## config.mk

```make
export PLATFORM = sky130hd
export DESIGN_NAME = mem_arbiter
export DESIGN_NICKNAME = d
export VERILOG_FILES = /design/src/rtl/custom_pkg.sv /design/src/rtl/riscv_pkg.sv /design/src/rtl/mem_arb_pick.sv /design/src/rtl/mem_arbiter.sv
export SDC_FILE = /design/constraint.sdc
export NUM_CORES = 1
export LEC_CHECK = 0
export CAP_MARGIN = 5
export CORE_AREA = 5 5 131 133
export CTS_BUF_LIST = sky130_fd_sc_hd__clkbuf_16
export CTS_CLUSTER_DIAMETER = 50
export CTS_CLUSTER_SIZE = 8
export DETAILED_ROUTE_END_ITERATION = 6
export DIE_AREA = 0 0 136 138
export GPL_TIMING_DRIVEN = 1
export HOLD_SLACK_MARGIN = 0.06
export PLACE_DENSITY = 0.67
export SYNTH_ARGS = -nofsm -noshare
export SYNTH_HDL_FRONTEND = slang
export SYNTH_SLANG_ARGS = --single-unit
```

## constraint.sdc

```tcl
create_clock -name clk_i -period 2.1 [get_ports clk_i]
set_input_delay 0.42 -clock clk_i [delete_from_list [all_inputs] [get_ports clk_i]]
set_output_delay 0.42 -clock clk_i [all_outputs]
set_load 0.02 [all_outputs]
```

## src/rtl/custom_pkg.sv

```systemverilog
// Arbiter FSM state and transaction-owner encodings.
package custom_pkg;
    typedef enum logic [1:0] {
        IDLE,
        ISSUE,
        WAIT
    } arb_state_t;

    typedef enum logic [1:0] {
        OWN_NONE,
        OWN_IF,
        OWN_DM,
        OWN_DBG
    } arb_owner_t;
endpackage

```

## src/rtl/riscv_pkg.sv

```systemverilog
// Core-wide architectural constants shared by the memory subsystem.
package riscv_pkg;
    localparam int XLEN = 32;
endpackage

```

## src/rtl/mem_arb_pick.sv

```systemverilog
// Combinational winner selection with an IF starvation counter.
// Priority is DM > IF > DBG until IF has been denied StarveLimit times in a row.
module mem_arb_pick
    import custom_pkg::*;
#(
    parameter int StarveLimit = 4
) (
    input  logic       clk_i,
    input  logic       rstn_i,
    input  logic       i_en,
    input  logic       i_if_req,
    input  logic       i_dm_req,
    input  logic       i_dbg_req,
    output arb_owner_t o_winner
);
    localparam int CntW = $clog2(StarveLimit + 1);
    localparam logic [CntW-1:0] CntMax = CntW'(StarveLimit);

    logic [CntW-1:0] r_starve_cnt;
    logic            w_if_first;

    assign w_if_first = (r_starve_cnt == CntMax);

    always_comb begin
        o_winner = OWN_NONE;
        if (i_en) begin
            if (w_if_first && i_if_req) begin
                o_winner = OWN_IF;
            end else if (i_dm_req) begin
                o_winner = OWN_DM;
            end else if (i_if_req) begin
                o_winner = OWN_IF;
            end else if (i_dbg_req) begin
                o_winner = OWN_DBG;
            end
        end
    end

    // Only arbitration cycles count as denials; the count holds while a transfer is in flight.
    always_ff @(posedge clk_i or negedge rstn_i) begin
        if (!rstn_i) begin
            r_starve_cnt <= '0;
        end else if (!i_if_req) begin
            r_starve_cnt <= '0;
        end else if (i_en) begin
            if (o_winner == OWN_IF) begin
                r_starve_cnt <= '0;
            end else if (r_starve_cnt != CntMax) begin
                r_starve_cnt <= r_starve_cnt + CntW'(1);
            end
        end
    end
endmodule

```

## src/rtl/mem_arbiter.sv

```systemverilog
// Three-port (IF / DM / debug) single-outstanding memory arbiter.
// Debug port arbitration is enabled by defining MEM_ARBITER_DBG_EN.
module mem_arbiter
    import riscv_pkg::*;
    import custom_pkg::*;
#(
    parameter int StarveLimit = 4
) (
    input  logic            clk_i,
    input  logic            rstn_i,

    input  logic            if_req_i,
    input  logic [XLEN-1:0] if_addr_i,
    output logic            if_gnt_o,
    output logic            if_rvalid_o,
    output logic [XLEN-1:0] if_rdata_o,

    input  logic            dm_req_i,
    input  logic            dm_we_i,
    input  logic [3:0]      dm_be_i,
    input  logic [XLEN-1:0] dm_addr_i,
    input  logic [XLEN-1:0] dm_wdata_i,
    output logic            dm_gnt_o,
    output logic            dm_rvalid_o,
    output logic [XLEN-1:0] dm_rdata_o,

    input  logic            dbg_req_i,
    input  logic [XLEN-1:0] dbg_addr_i,
    output logic            dbg_gnt_o,
    output logic            dbg_rvalid_o,
    output logic [XLEN-1:0] dbg_rdata_o,

    output logic            mem_req_o,
    output logic            mem_we_o,
    output logic [3:0]      mem_be_o,
    output logic [XLEN-1:0] mem_addr_o,
    output logic [XLEN-1:0] mem_wdata_o,
    input  logic            mem_ready_i,
    input  logic            mem_rvalid_i,
    input  logic [XLEN-1:0] mem_rdata_i
);
    arb_state_t      r_state;
    arb_state_t      w_state_next;
    arb_owner_t      r_owner;
    arb_owner_t      w_winner;
    logic [XLEN-1:0] r_addr;
    logic            r_we;
    logic [3:0]      r_be;
    logic [XLEN-1:0] r_wdata;
    logic            w_pick_en;
    logic            w_dbg_req;

`ifdef MEM_ARBITER_DBG_EN
    assign w_dbg_req = dbg_req_i;
`else
    logic w_unused_dbg;
    assign w_unused_dbg = dbg_req_i;
    assign w_dbg_req    = 1'b0;
`endif

    // Gating with rstn_i keeps every grant low while reset is held.
    assign w_pick_en = rstn_i && (r_state == IDLE);

    mem_arb_pick #(
        .StarveLimit (StarveLimit)
    ) u_pick (
        .clk_i     (clk_i),
        .rstn_i    (rstn_i),
        .i_en      (w_pick_en),
        .i_if_req  (if_req_i),
        .i_dm_req  (dm_req_i),
        .i_dbg_req (w_dbg_req),
        .o_winner  (w_winner)
    );

    always_ff @(posedge clk_i or negedge rstn_i) begin
        if (!rstn_i) begin
            r_state <= IDLE;
        end else begin
            r_state <= w_state_next;
        end
    end

    // Reads always latch be=4'hF and zero wdata so the memory sees clean fields.
    always_ff @(posedge clk_i or negedge rstn_i) begin
        if (!rstn_i) begin
            r_owner <= OWN_NONE;
            r_addr  <= '0;
            r_we    <= 1'b0;
            r_be    <= 4'h0;
            r_wdata <= '0;
        end else if (w_pick_en && (w_winner != OWN_NONE)) begin
            r_owner <= w_winner;
            case (w_winner)
                OWN_DM: begin
                    r_addr  <= dm_addr_i;
                    r_we    <= dm_we_i;
                    r_be    <= dm_we_i ? dm_be_i : 4'hF;
                    r_wdata <= dm_we_i ? dm_wdata_i : '0;
                end
                OWN_DBG: begin
                    r_addr  <= dbg_addr_i;
                    r_we    <= 1'b0;
                    r_be    <= 4'hF;
                    r_wdata <= '0;
                end
                default: begin
                    r_addr  <= if_addr_i;
                    r_we    <= 1'b0;
                    r_be    <= 4'hF;
                    r_wdata <= '0;
                end
            endcase
        end
    end

    always_comb begin
        w_state_next = r_state;
        if_gnt_o     = 1'b0;
        dm_gnt_o     = 1'b0;
        dbg_gnt_o    = 1'b0;
        if_rvalid_o  = 1'b0;
        dm_rvalid_o  = 1'b0;
        dbg_rvalid_o = 1'b0;
        if_rdata_o   = '0;
        dm_rdata_o   = '0;
        dbg_rdata_o  = '0;
        mem_req_o    = 1'b0;
        mem_we_o     = 1'b0;
        mem_be_o     = 4'h0;
        mem_addr_o   = '0;
        mem_wdata_o  = '0;
        case (r_state)
            IDLE: begin
                if_gnt_o = (w_winner == OWN_IF);
                dm_gnt_o = (w_winner == OWN_DM);
`ifdef MEM_ARBITER_DBG_EN
                dbg_gnt_o = (w_winner == OWN_DBG);
`endif
                if (w_winner != OWN_NONE) begin
                    w_state_next = ISSUE;
                end
            end
            ISSUE: begin
                mem_req_o   = 1'b1;
                mem_we_o    = r_we;
                mem_be_o    = r_be;
                mem_addr_o  = r_addr;
                mem_wdata_o = r_wdata;
                if (mem_ready_i) begin
                    w_state_next = r_we ? IDLE : WAIT;
                end
            end
            WAIT: begin
                if (mem_rvalid_i) begin
                    case (r_owner)
                        OWN_IF: begin
                            if_rvalid_o = 1'b1;
                            if_rdata_o  = mem_rdata_i;
                        end
                        OWN_DM: begin
                            dm_rvalid_o = 1'b1;
                            dm_rdata_o  = mem_rdata_i;
                        end
`ifdef MEM_ARBITER_DBG_EN
                        OWN_DBG: begin
                            dbg_rvalid_o = 1'b1;
                            dbg_rdata_o  = mem_rdata_i;
                        end
`endif
                        default: ;
                    endcase
                    w_state_next = IDLE;
                end
            end
            default: w_state_next = IDLE;
        endcase
    end
endmodule

```

==> run_results.csv <==
group,metric,value,unit
layout,drive_gt1_share,37.5,%
layout,layout_commonest_cell,"clkdlybuf4s50_1",
sta,final.period_utilization,104,%
setup_path,rr_endpoint,"r_addr[27]$_DFFE_PN0P_",
setup_path,cp_max_fo,33,
placement,dp_slack,-0.585,ns
setup_path,crit_arrival,1.77,ns
setup_path,critPathKind,"reg2out",
sta,holdWs,0.341,ns
floorplanning,die-area,18800,um2
layout,nNetsFinal,879,
floorplanning,die_h,138,um
placement,portBuffers,276,
detailed_routing,dr.first_iter.drc_count,182,
floorplanning,die_w,136,um
floorplanning,num_io_pins,344,
job,drv_cap,0,
sta,maxSlewViolCount,0,
global_routing,grt_overflow,0,
setup_path,max_stage_delay,0.38,ns
sta,rsz0062_at_grt,"true",
run_status,failed_checks,"setup timing",
clock_tree,root_buffer,"clkbuf_16",
logic_synthesis,yosys.area_share.xor_xnor,0,%
global_routing,grt_pass1_wl,27.9,mm
detailed_routing,ant_nets,0,
floorplanning,initial_core_util,28.1,%
sta,finalSetupTns,-4.15,ns
global_routing,grt_pass1_vias,4764,
sta,setup_ws,-0.0904,ns
logic_synthesis,syn_inst,423,
sta,hold_violations,0,
placement,placed_area,7340,um2
setup_path,reg2reg_depth,8,
layout,finalInstanceArea,7730,um2
clock_tree,tritoncts,"built",
clock_tree,clock_path_buffers,2,
clock_tree,numCtsBuffers,9,
detailed_routing,wl,18.5,mm
sta,fin_skew,0.0121,ns
logic_synthesis,synthMuxAreaShare,0,%
run_status,outcome,"finished with violations",
global_routing,grtUsageTotal,19.1,%
logic_synthesis,syn_avg_cell_area,10.4,um2
logic_synthesis,ys_seq_area_share,43.1,%
setup_path,crit_chain,"nand3b_1 > buf_4 > nor3_4 > buf_12 > and2_1 > buf_4",
sta,min_period,2.19,ns
pwr,leakagePower,3.55,nW
layout,utilization,49.2,%
detailed_routing,wl_per_cell,20.0,um
setup_path,r2r_start,"r_state[1]$_DFFE_PN0P_",
logic_synthesis,synth_top_family_by_area,"simple AND/OR/NAND/NOR gates",
global_routing,antenna_found_initial,3,
setup_path,critPathRequiredTime,1.68,ns
clock_tree,clock_sinks,76,
setup_path,crit_top_cell,"buf_4",
clock_tree,worstSkewPairLatency,0.35,ns
pwr,peakVddDrop,543,uV
logic_synthesis,yosysWarningCount,0,
sta,setup_viol_count_final,65,
logic_synthesis,ys_ff_latch,76,
clock_tree,clk_pin_slew,0.06,ns
layout,final_cell_mix,"clkdlybuf4s50_1 (136), and2_1 (100), dfrtp_1 (76)",
floorplanning,rows,46,
sta,max_slew.worst_pin.slew,0.967,ns
detailed_routing,vias,4385,
setup_path,crit_path_start_kind,"register",
hold_path,hp-class,"in2async",
logic_synthesis,synth-simple-area-share,28.1,%
detailed_routing,first_pass_iters,4,
sta,maxClockFrequency,457,MHz
logic_synthesis,synth-adder-area-share,0.567,%
logic_synthesis,synth.distinct_cells,33,
detailed_routing,drc,0,
global_routing,grt_start_max_net_pins,77,
placement,place_congestion,0.834,
clock_tree,cts.htree.levels,3,
pwr,powerDensity,1060,nW/um2
setup_path,end_kind,"output pin",
layout,syn_to_final_growth,75.3,%
setup_path,reg2reg_slack,0.14,ns
floorplanning,core,15700,um2
detailed_routing,viasPerCell,4.73,
sta,slew_headroom,35.5,%
placement,hpwl,12.9,mm
setup_path,slowest_stage,"dfrtp_1",
logic_synthesis,netlist_area,4410,um2
logic_synthesis,synth_compound_area_share,17.2,%
==> worst max-delay path, delay by kind of cell, from the launching register on <==
kind | cells | cell delay, ns
buf+inv | 3 | 0.51
flops | 1 | 0.38
simple gates | 3 | 0.53
==> how the worst max path moves through the flow <==
stage,start,to,slack [ns],depth (start not counted)
5_1_grt,r_state[0]$_DFFE_PN0P_,if_rdata_o[18],-0.17,6
2_1_floorplan,r_state[0]$_DFFE_PN0P_,if_rdata_o[22],0.20,4
3_3_place_gp,mem_rvalid_i,dm_rdata_o[18],-0.53,6
3_5_place_dp,mem_rvalid_i,dm_rdata_o[18],-0.58,6
6_report,r_state[0]$_DFFE_PN0P_,if_rdata_o[18],-0.09,6
4_1_cts,r_state[0]$_DFFE_PN0P_,dm_rdata_o[15],-0.22,7
==> cell type report <==
type / count / area, um2
Tap cell: 216 / 270
Clock buffer: 9 / 225
Sequential cell: 76 / 1900
Inverter: 7 / 27.5
Fill cell: 1496 / 7980
Antenna cell: 2 / 5.00
Clock inverter: 7 / 105
Timing Repair Buffer: 312 / 2930
Multi-Input combinational cell: 299 / 2260
==> cell usage after synthesis <==
cell      count  share of area [%]
a21bo_2       1               0.23
a31o_2        2               0.40
nand3_2       2               0.45
nor3b_1       1               0.17
o21a_1        1               0.17
nor2_1        4               0.34
clkbuf_1     20                1.7
ha_1          2               0.57
nand4b_1     32                6.4
nand3b_1      1               0.17
nand2_1       4               0.34
nor3b_4       1               0.43
nor3b_2       1               0.28
o22a_1        4               0.79
o21ai_0       3               0.34
nand4_1       1               0.14
a22o_1       32                6.4
nand2b_1      1               0.14
o21ai_1       1               0.11
a32o_1        1               0.23
a31oi_1       1               0.14
dfrtp_1      76                 43
conb_1        1              0.085
a21o_1        1               0.17
nor3_2        1               0.23
and3_1        1               0.14
o221a_2      32                8.2
o22ai_1       1               0.14
and2_1      132                 19
and4_1        1               0.20
inv_1         7               0.60
buf_4        43                7.3
buf_2        11                1.2
==> report_power, final <==
group	total, mW	internal [mW]	switching, mW
registers	2.39	2.05	0.335
clock network	1.75	1.06	0.689
logic	4.06	1.96	2.09
==> logic make-up (layout without fill, tap and decap cells) <==
kind of cell | count (synthesis) | in the layout
AND/OR/NAND/NOR | 183 | 183
buffers and inverters | 81 | 335
AO/OA/AOI/OAI | 80 | 80
flip-flops | 76 | 76
adder cells (fa/ha/maj) | 2 | 2
other | 1 | 36
==> routing by layer <==
layer  wire, um  up-vias  track usage [%]
met1       6540     2122             20.2
met4        549        2             7.90
met2       9570      222             34.2
met5          7        -                0
met3       1850       36             6.57
li1           -     2003                -
==> through the flow <==
stage,total power [mW],instances
global placement,6.36,895
CTS,8.35,927
floorplan,4.54,456
finish,8.20,928
detailed placement,6.44,895
global route,8.66,927
==> state kept, by name, indices dropped and copies added, names as in the netlist <==
name                 count
r_addr                  32
r_wdata                 32
r_be                     4
u_pick.r_starve_cnt      3
r_owner                  2
r_state                  2
r_we                     1
==> what timing repair did <==
| item | 4_1_cts | 5_1_grt |
|---|---|---|
| setup buffers | 9 | 2 |
| setup endpoints to repair | 136 | 104 |
| hold buffers | 0 | 0 |
| gates cloned | 7 | 0 |
| pin swaps | 23 | 9 |
| resized for setup | 647 | 57 |
No activity file was read; power rests on OpenSTA's default activity.
